[src/rtl/uart_rx_pkg.sv]
// Shared definitions for the UART Rx frame checker.
//   EVEN_PARITY / ODD_PARITY : encodings of the parity_type input
//   hold_state_t             : holding-register state (EMPTY / FULL)
package uart_rx_pkg;

  localparam logic EVEN_PARITY = 1'b0;
  localparam logic ODD_PARITY  = 1'b1;

  typedef enum logic {
    EMPTY = 1'b0,
    FULL  = 1'b1
  } hold_state_t;

endpackage : uart_rx_pkg

[src/rtl/uart_err_counter.sv]
// Saturating event counter for the UART Rx error statistics.
// Ports:
//   clock  in   block clock
//   reset  in   asynchronous active-low reset
//   inc    in   count one event this cycle
//   clr    in   clear; an event in the same cycle leaves the count at 1
//   count  out  current count, sticks at all-ones
module uart_err_counter #(
  parameter int CNT_WIDTH = 8
) (
  input  logic                 clock,
  input  logic                 reset,
  input  logic                 inc,
  input  logic                 clr,
  output logic [CNT_WIDTH-1:0] count
);

  always_ff @(posedge clock or negedge reset) begin
    if (!reset) begin
      count <= '0;
    end else if (clr) begin
      count <= inc ? CNT_WIDTH'(1) : '0;
    end else if (inc && (count != '1)) begin
      count <= count + CNT_WIDTH'(1);
    end
  end

endmodule : uart_err_counter

[src/rtl/uart_rx_frame_check.sv]
// UART Rx frame checker: checks parity and stop bits of each deserialised
// frame and holds the result in a one-entry valid/ready register. Keeps
// sticky parity/framing/overrun flags.
// Build option: define UART_RX_ERR_CNT_EN to implement the saturating
// parity/framing error counters; otherwise the count ports read 0.
// Ports:
//   clock, reset                  clock, async active-low reset
//   frame_valid/data/parity/stop  incoming frame (1-cycle strobe)
//   parity_en, parity_type        parity on/off, 0 = even, 1 = odd
//   out_valid/ready/data/..._err  checked frame, valid/ready handshake
//   status_clr                    clears sticky flags and counters
//   sts_parity/frame/overrun      sticky error flags
//   parity_err_cnt/frame_err_cnt  saturating error counters
//
// state | meaning
// ------+-------------------------------------------------
// EMPTY | no frame held, out_valid = 0
// FULL  | checked frame held on out_*, waiting for out_ready
module uart_rx_frame_check
  import uart_rx_pkg::*;
#(
  parameter int DATA_WIDTH = 8,
  parameter int STOP_BITS  = 1,
  parameter int CNT_WIDTH  = 8
) (
  input  logic                  clock,
  input  logic                  reset,
  input  logic                  frame_valid,
  input  logic [DATA_WIDTH-1:0] frame_data,
  input  logic                  frame_parity,
  input  logic [1:0]            frame_stop,
  input  logic                  parity_en,
  input  logic                  parity_type,
  input  logic                  out_ready,
  output logic                  out_valid,
  output logic [DATA_WIDTH-1:0] out_data,
  output logic                  out_parity_err,
  output logic                  out_frame_err,
  input  logic                  status_clr,
  output logic                  sts_parity,
  output logic                  sts_frame,
  output logic                  sts_overrun,
  output logic [CNT_WIDTH-1:0]  parity_err_cnt,
  output logic [CNT_WIDTH-1:0]  frame_err_cnt
);

  hold_state_t state_q, state_d;
  logic        parity_err_c;
  logic        frame_err_c;
  logic        load;
  logic        overrun;
  logic        parity_evt;
  logic        frame_evt;

  // Odd parity is the even check inverted.
  assign parity_err_c = parity_en &
                        ((^frame_data) ^ frame_parity ^ (parity_type == ODD_PARITY));

  // Second stop bit only counts when two are configured.
  assign frame_err_c = ~frame_stop[0] | ((STOP_BITS == 2) & ~frame_stop[1]);

  // Errors are recorded for every frame seen, including dropped ones.
  assign parity_evt = frame_valid & parity_err_c;
  assign frame_evt  = frame_valid & frame_err_c;

  always_ff @(posedge clock or negedge reset) begin
    if (!reset) begin
      state_q <= EMPTY;
    end else begin
      state_q <= state_d;
    end
  end

  always_comb begin
    state_d = state_q;
    load    = 1'b0;
    overrun = 1'b0;
    case (state_q)
      EMPTY: begin
        if (frame_valid) begin
          load    = 1'b1;
          state_d = FULL;
        end
      end
      FULL: begin
        if (frame_valid) begin
          // Back-to-back reload when the held frame leaves this cycle.
          if (out_ready) begin
            load = 1'b1;
          end else begin
            overrun = 1'b1;
          end
        end else if (out_ready) begin
          state_d = EMPTY;
        end
      end
      default: state_d = EMPTY;
    endcase
  end

  assign out_valid = (state_q == FULL);

  always_ff @(posedge clock or negedge reset) begin
    if (!reset) begin
      out_data       <= '0;
      out_parity_err <= 1'b0;
      out_frame_err  <= 1'b0;
    end else if (load) begin
      out_data       <= frame_data;
      out_parity_err <= parity_err_c;
      out_frame_err  <= frame_err_c;
    end
  end

  // Set has priority over clear so an error arriving with status_clr is kept.
  always_ff @(posedge clock or negedge reset) begin
    if (!reset) begin
      sts_parity  <= 1'b0;
      sts_frame   <= 1'b0;
      sts_overrun <= 1'b0;
    end else begin
      sts_parity  <= (sts_parity  & ~status_clr) | parity_evt;
      sts_frame   <= (sts_frame   & ~status_clr) | frame_evt;
      sts_overrun <= (sts_overrun & ~status_clr) | overrun;
    end
  end

`ifdef UART_RX_ERR_CNT_EN
  uart_err_counter #(
    .CNT_WIDTH (CNT_WIDTH)
  ) u_parity_cnt (
    .clock (clock),
    .reset (reset),
    .inc   (parity_evt),
    .clr   (status_clr),
    .count (parity_err_cnt)
  );

  uart_err_counter #(
    .CNT_WIDTH (CNT_WIDTH)
  ) u_frame_cnt (
    .clock (clock),
    .reset (reset),
    .inc   (frame_evt),
    .clr   (status_clr),
    .count (frame_err_cnt)
  );
`else
  assign parity_err_cnt = '0;
  assign frame_err_cnt  = '0;
`endif

endmodule : uart_rx_frame_check

[config.mk]
export PLATFORM = sky130hd
export DESIGN_NAME = uart_rx_frame_check
export DESIGN_NICKNAME = d
export VERILOG_FILES = /design/src/rtl/uart_rx_pkg.sv /design/src/rtl/uart_err_counter.sv /design/src/rtl/uart_rx_frame_check.sv
export SDC_FILE = /design/constraint.sdc
export NUM_CORES = 1
export LEC_CHECK = 0
export BUFFER_PORTS_ARGS = -buffer_cell sky130_fd_sc_hd__buf_4
export CORE_MARGIN = 4
export CORE_UTILIZATION = 40
export CTS_CLUSTER_DIAMETER = 40
export CTS_CLUSTER_SIZE = 30
export DETAILED_ROUTE_END_ITERATION = 16
export GPL_TIMING_DRIVEN = 1
export PLACE_DENSITY = 0.88
export SLEW_MARGIN = 5
export SYNTH_ARGS = -nofsm -noshare
export SYNTH_HDL_FRONTEND = slang
export SYNTH_SLANG_ARGS = --single-unit
[constraint.sdc]
create_clock -name clock -period 1.45 [get_ports clock]
set_input_delay 0.2175 -clock clock [delete_from_list [all_inputs] [get_ports clock]]
set_output_delay 0.2175 -clock clock [all_outputs]
set_load 0.005 [all_outputs]
[Word level (Yosys, flattened, before mapping)]
Index checks and enable logic that the tools add are counted.
Operators by class
  muxes and demuxes: 9
  bitwise gates (word level): 14
  reduce and logical (&&, ||, !) cells: 1
Operators by type and width (number)
  parity 8 bit: 1
  2-to-1 mux 1 bit: 7
  AND 1 bit: 6
  case mux 1 bit (2 select lines): 2
  NOT 1 bit: 3
  bitwise OR 1 bit: 3
  bitwise XOR 1 bit: 2
Word-level totals
  register bits after elaboration: 14
  bits of input ports: 18

[Depth between registers and ports, before layout]
  depth after elaboration: 6
  gate-level depth with buffers: 5
  gate-level depth less buffers: 4

[Least setup slack after synthesis]
Ideal clock, no wire load.
  path type: reg2reg
  from: register state_q (netlist: out_valid)
  to: register out_data[0]
  arrival: 1.054 ns
  required time: 1.325 ns
  path slack: 0.271 ns
  stages on the path, launching flop included: 5
  clock period less this slack: 1.179 ns
  cell sequence: dfrtp_1 nand2b_1 nand2_1 buf_2 mux2_2
On the way
  word-level cells in the longest chain between the ends: 2
RTL lines
  start: declaration: RTL line uart_rx_frame_check.sv:47  | hold_state_t state_q, state_d;
  start signal: assignment: RTL line uart_rx_frame_check.sv:70  | state_q <= state_d;
  NOT 1 bit
  case mux 1 bit (2 select lines) *: RTL line uart_rx_frame_check.sv:78  | case (state_q)
  end signal: assignment: RTL line uart_rx_frame_check.sv:109  | out_data <= frame_data;
  end: declaration: RTL line uart_rx_frame_check.sv:36  | output logic [DATA_WIDTH-1:0] out_data,
Every way passes the cells marked *; elsewhere a longest branch is shown, timed or not.
A chain may end at the register's enable or synchronous reset.

[Worst setup path in the final report]
  from: register state_q (netlist: out_valid)
  to: register out_data[1]
Same word-level chain as after synthesis.

==> impl_summary.log <==
INFO  metric critical_path_required = 1.61 ns
INFO  metric highest_clock_rate = 848 MHz
INFO  metric power.leakage = 0.507 nW
INFO  metric grt_remaining_overflow = 0
INFO  metric cts_root_buf = clkbuf_4
INFO  metric hpwl = 1180 um
INFO  metric finalWorstSetupSlack = 0.270 ns
INFO  metric holdCritPathClass = in2reg
INFO  metric multi_input_area = 300 sq um
INFO  metric layout_commonest_cell = buf_4
INFO  metric drc = 0
INFO  metric first_iter_violations = 4
INFO  metric post_drt_wl_per_cell = 11.1 um
INFO  metric worstSkewPairLatency = 0.27 ns
INFO  metric grt_antenna_before_repair = 0
INFO  metric layout.area.seq = 350 sq um
INFO  metric grt_pass1_wl = 2210 um
INFO  metric numCtsBuffers = 3
INFO  metric fin_setup_tns = 0 ns
INFO  metric grt_setup_unrepaired = no
INFO  metric initial_utilization = 42.5%
INFO  metric cts_max_level = 1
INFO  metric power.density = 1060 mW/mm^2
INFO  metric post_cts.resized_instances = 0
INFO  metric placement.setup.worst_slack = 0.0802 ns
INFO  metric fillCellCount = 162
INFO  metric synth_area = 734 sq um
INFO  metric tritoncts_num_sinks = 14
INFO  metric grt_pass1_vias = 510
INFO  metric portbufs = 30
INFO  metric rows = 15
INFO  metric place_congestion = 0.725
INFO  metric synth_area_leaders = dfrtp_1 48%, buf_4 16%, mux2_2 12%, xnor2_1 6.0%, xnor3_1 3.1%
INFO  metric status = finished clean
INFO  metric crit_path_max_fanout = 7
INFO  metric final-hold-violation-count = 0
INFO  metric boundaryPins = 48
INFO  metric synth_cell_type_count = 16
INFO  metric core_region_area = 0.00173 sq mm
INFO  metric max_cap_viol_count = 0
INFO  metric worst_case_vdd_ir_drop = 0.000654 V
INFO  metric fin_nets = 118
INFO  metric cts_setup_buffers = 0
INFO  metric maximum_number_of_pins_on_one_net_before_global_route_repair = 15
INFO  metric synth.avg_cell_area = 11.5 sq um
INFO  metric clk_pin_slew_worst_paths = 0.09 ns
INFO  metric end_kind = flop
INFO  metric cts_max_path_buffers = 2
INFO  metric routed_wirelength = 1370 um
INFO  metric global_route_usage_sum = 11.6%
INFO  metric syn2layout_area_growth = 33.9%
INFO  metric antenna_cells_inserted = 0
INFO  metric cp.arrival = 1.34 ns
INFO  metric critPathLaunchType = flop
INFO  metric yosysWarnings = 0
INFO  metric report.final.setup_viol = 0
INFO  metric dr_total_vias = 488
INFO  metric synth.ff_latch_count = 14
INFO  metric die_width = 50.9 um
INFO  metric worst_setup_path_class = reg2reg
INFO  metric timing.final.max_slew_violations = 0
INFO  metric vias_per_cell = 3.94
INFO  metric drive_gt1_share = 45.5%
INFO  metric drt_pre_antenna_iters = 4
INFO  metric final.min_clock_period = 1.18 ns
INFO  metric final_cell_mix = 32 x buf_4, 16 x conb_1, 14 x dfrtp_1, 8 x mux2_2
INFO  metric synthCells = 64
INFO  metric cts_tree = done
INFO  metric die_height = 50.9 um
INFO  metric die-area = 0.00259 sq mm
INFO  metric period_share = 81.4%
INFO  metric seq_area_frac_synth = 47.7%
INFO  metric netlist.area_leader.share = 47.7%
INFO  metric synth.largest_area_cell = dfrtp_1
INFO  metric worst_setup_skew_after_layout = 0.00269 ns
INFO  metric detail-route-antenna-nets = 0
==> where the power goes <==
| part | total, mW | switching [mW] | internal, mW |
|---|---|---|---|
| Combinational | 0.291 | 0.112 | 0.180 |
| Clock | 0.276 | 0.123 | 0.152 |
| Sequential | 0.477 | 0.0286 | 0.448 |
==> final timing paths <==
check | to | slack, ns | depth (start not counted) | startpoint
setup reg to reg | out_data[1] | 0.27 | 4 | out_valid
setup / recovery | out_data[1] | 0.27 | 4 | out_valid
hold / removal | sts_frame | 0.13 | 2 | frame_stop[0]
hold reg to reg | out_frame_err | 0.51 | 2 | out_frame_err
max in group asynchronous | out_data[7] | 0.97 | 2 | reset
min in group asynchronous | out_parity_err | 0.32 | 2 | reset
==> sequential cells by signal, indices dropped and copies added, names as in the netlist <==
register / flops
out_data: 8
out_frame_err: 1
out_parity_err: 1
out_valid: 1
sts_frame: 1
sts_overrun: 1
sts_parity: 1
==> Yosys cell counts <==
| library cell | count |
|---|---|
| o21ai_1 | 1 |
| xnor2_2 | 1 |
| conb_1 | 1 |
| xnor2_1 | 5 |
| nand2b_1 | 1 |
| inv_1 | 4 |
| buf_2 | 1 |
| nand3_1 | 1 |
| buf_4 | 16 |
| o22ai_1 | 3 |
| xor2_1 | 1 |
| dfrtp_1 | 14 |
| nand2_1 | 5 |
| o21ai_0 | 1 |
| xnor3_1 | 1 |
| mux2_2 | 8 |
==> logic make-up after synthesis <==
family / synth area share, %
xor+xnor: 12.4
compound gates: 3.92
simple gates: 4.09
buf+inv: 19.1
mux: 12.3
flops: 47.7
other cells: 0.511
==> repair_timing <==
| action | CTS | global route |
|---|---|---|
| setup endpoints to repair | 0 | 0 |
| hold endpoints to repair | 14 | 0 |
| hold buffers | 1 | 0 |
==> per-stage QoR <==
| step | instance area (sq um) | total power, mW | utilization [%] | cells | hold slack (ns) |
|---|---|---|---|---|---|
| 6_report | 983 | 1.04 | 57.0 | 124 | 0.129 |
| 3_5_place_dp | 937 | 0.780 | 54.3 | 119 | 0.0775 |
| 2_1_floorplan | 791 | 0.645 | - | 79 | -0.0781 |
| 3_3_place_gp | 937 | 0.769 | 54.3 | 119 | 0.0728 |
| 5_1_grt | 983 | 1.12 | 57.0 | 124 | 0.124 |
| 4_1_cts | 983 | 1.06 | 57.0 | 124 | 0.119 |
==> final cells by class <==
class,instances,share of cell area [%]
clock buffers,4,3.69
inverters,4,1.53
multi-input cells,44,30.5
flip-flops and latches,14,35.6
well taps,25,3.18
repair buffers,33,25.4
==> worst max-delay path, stage by stage (launching register included) <==
cell      delay, ns
dfrtp_1        0.36
nand2b_1       0.11
nand2_1        0.11
buf_4          0.16
mux2_2         0.33
==> metal layers <==
layer | part of all wire, % | wire, um | vias up | GRT usage (%)
met1 | 34 | 465 | 218 | 11.9
met4 | 0 | 0 | 0 | 4.93
met3 | 10 | 141 | 0 | 4.37
met5 | 0 | 0 | - | 0
li1 | - | - | 245 | -
met2 | 56 | 767 | 25 | 20.9
No activity file was read; power rests on OpenSTA's default activity.
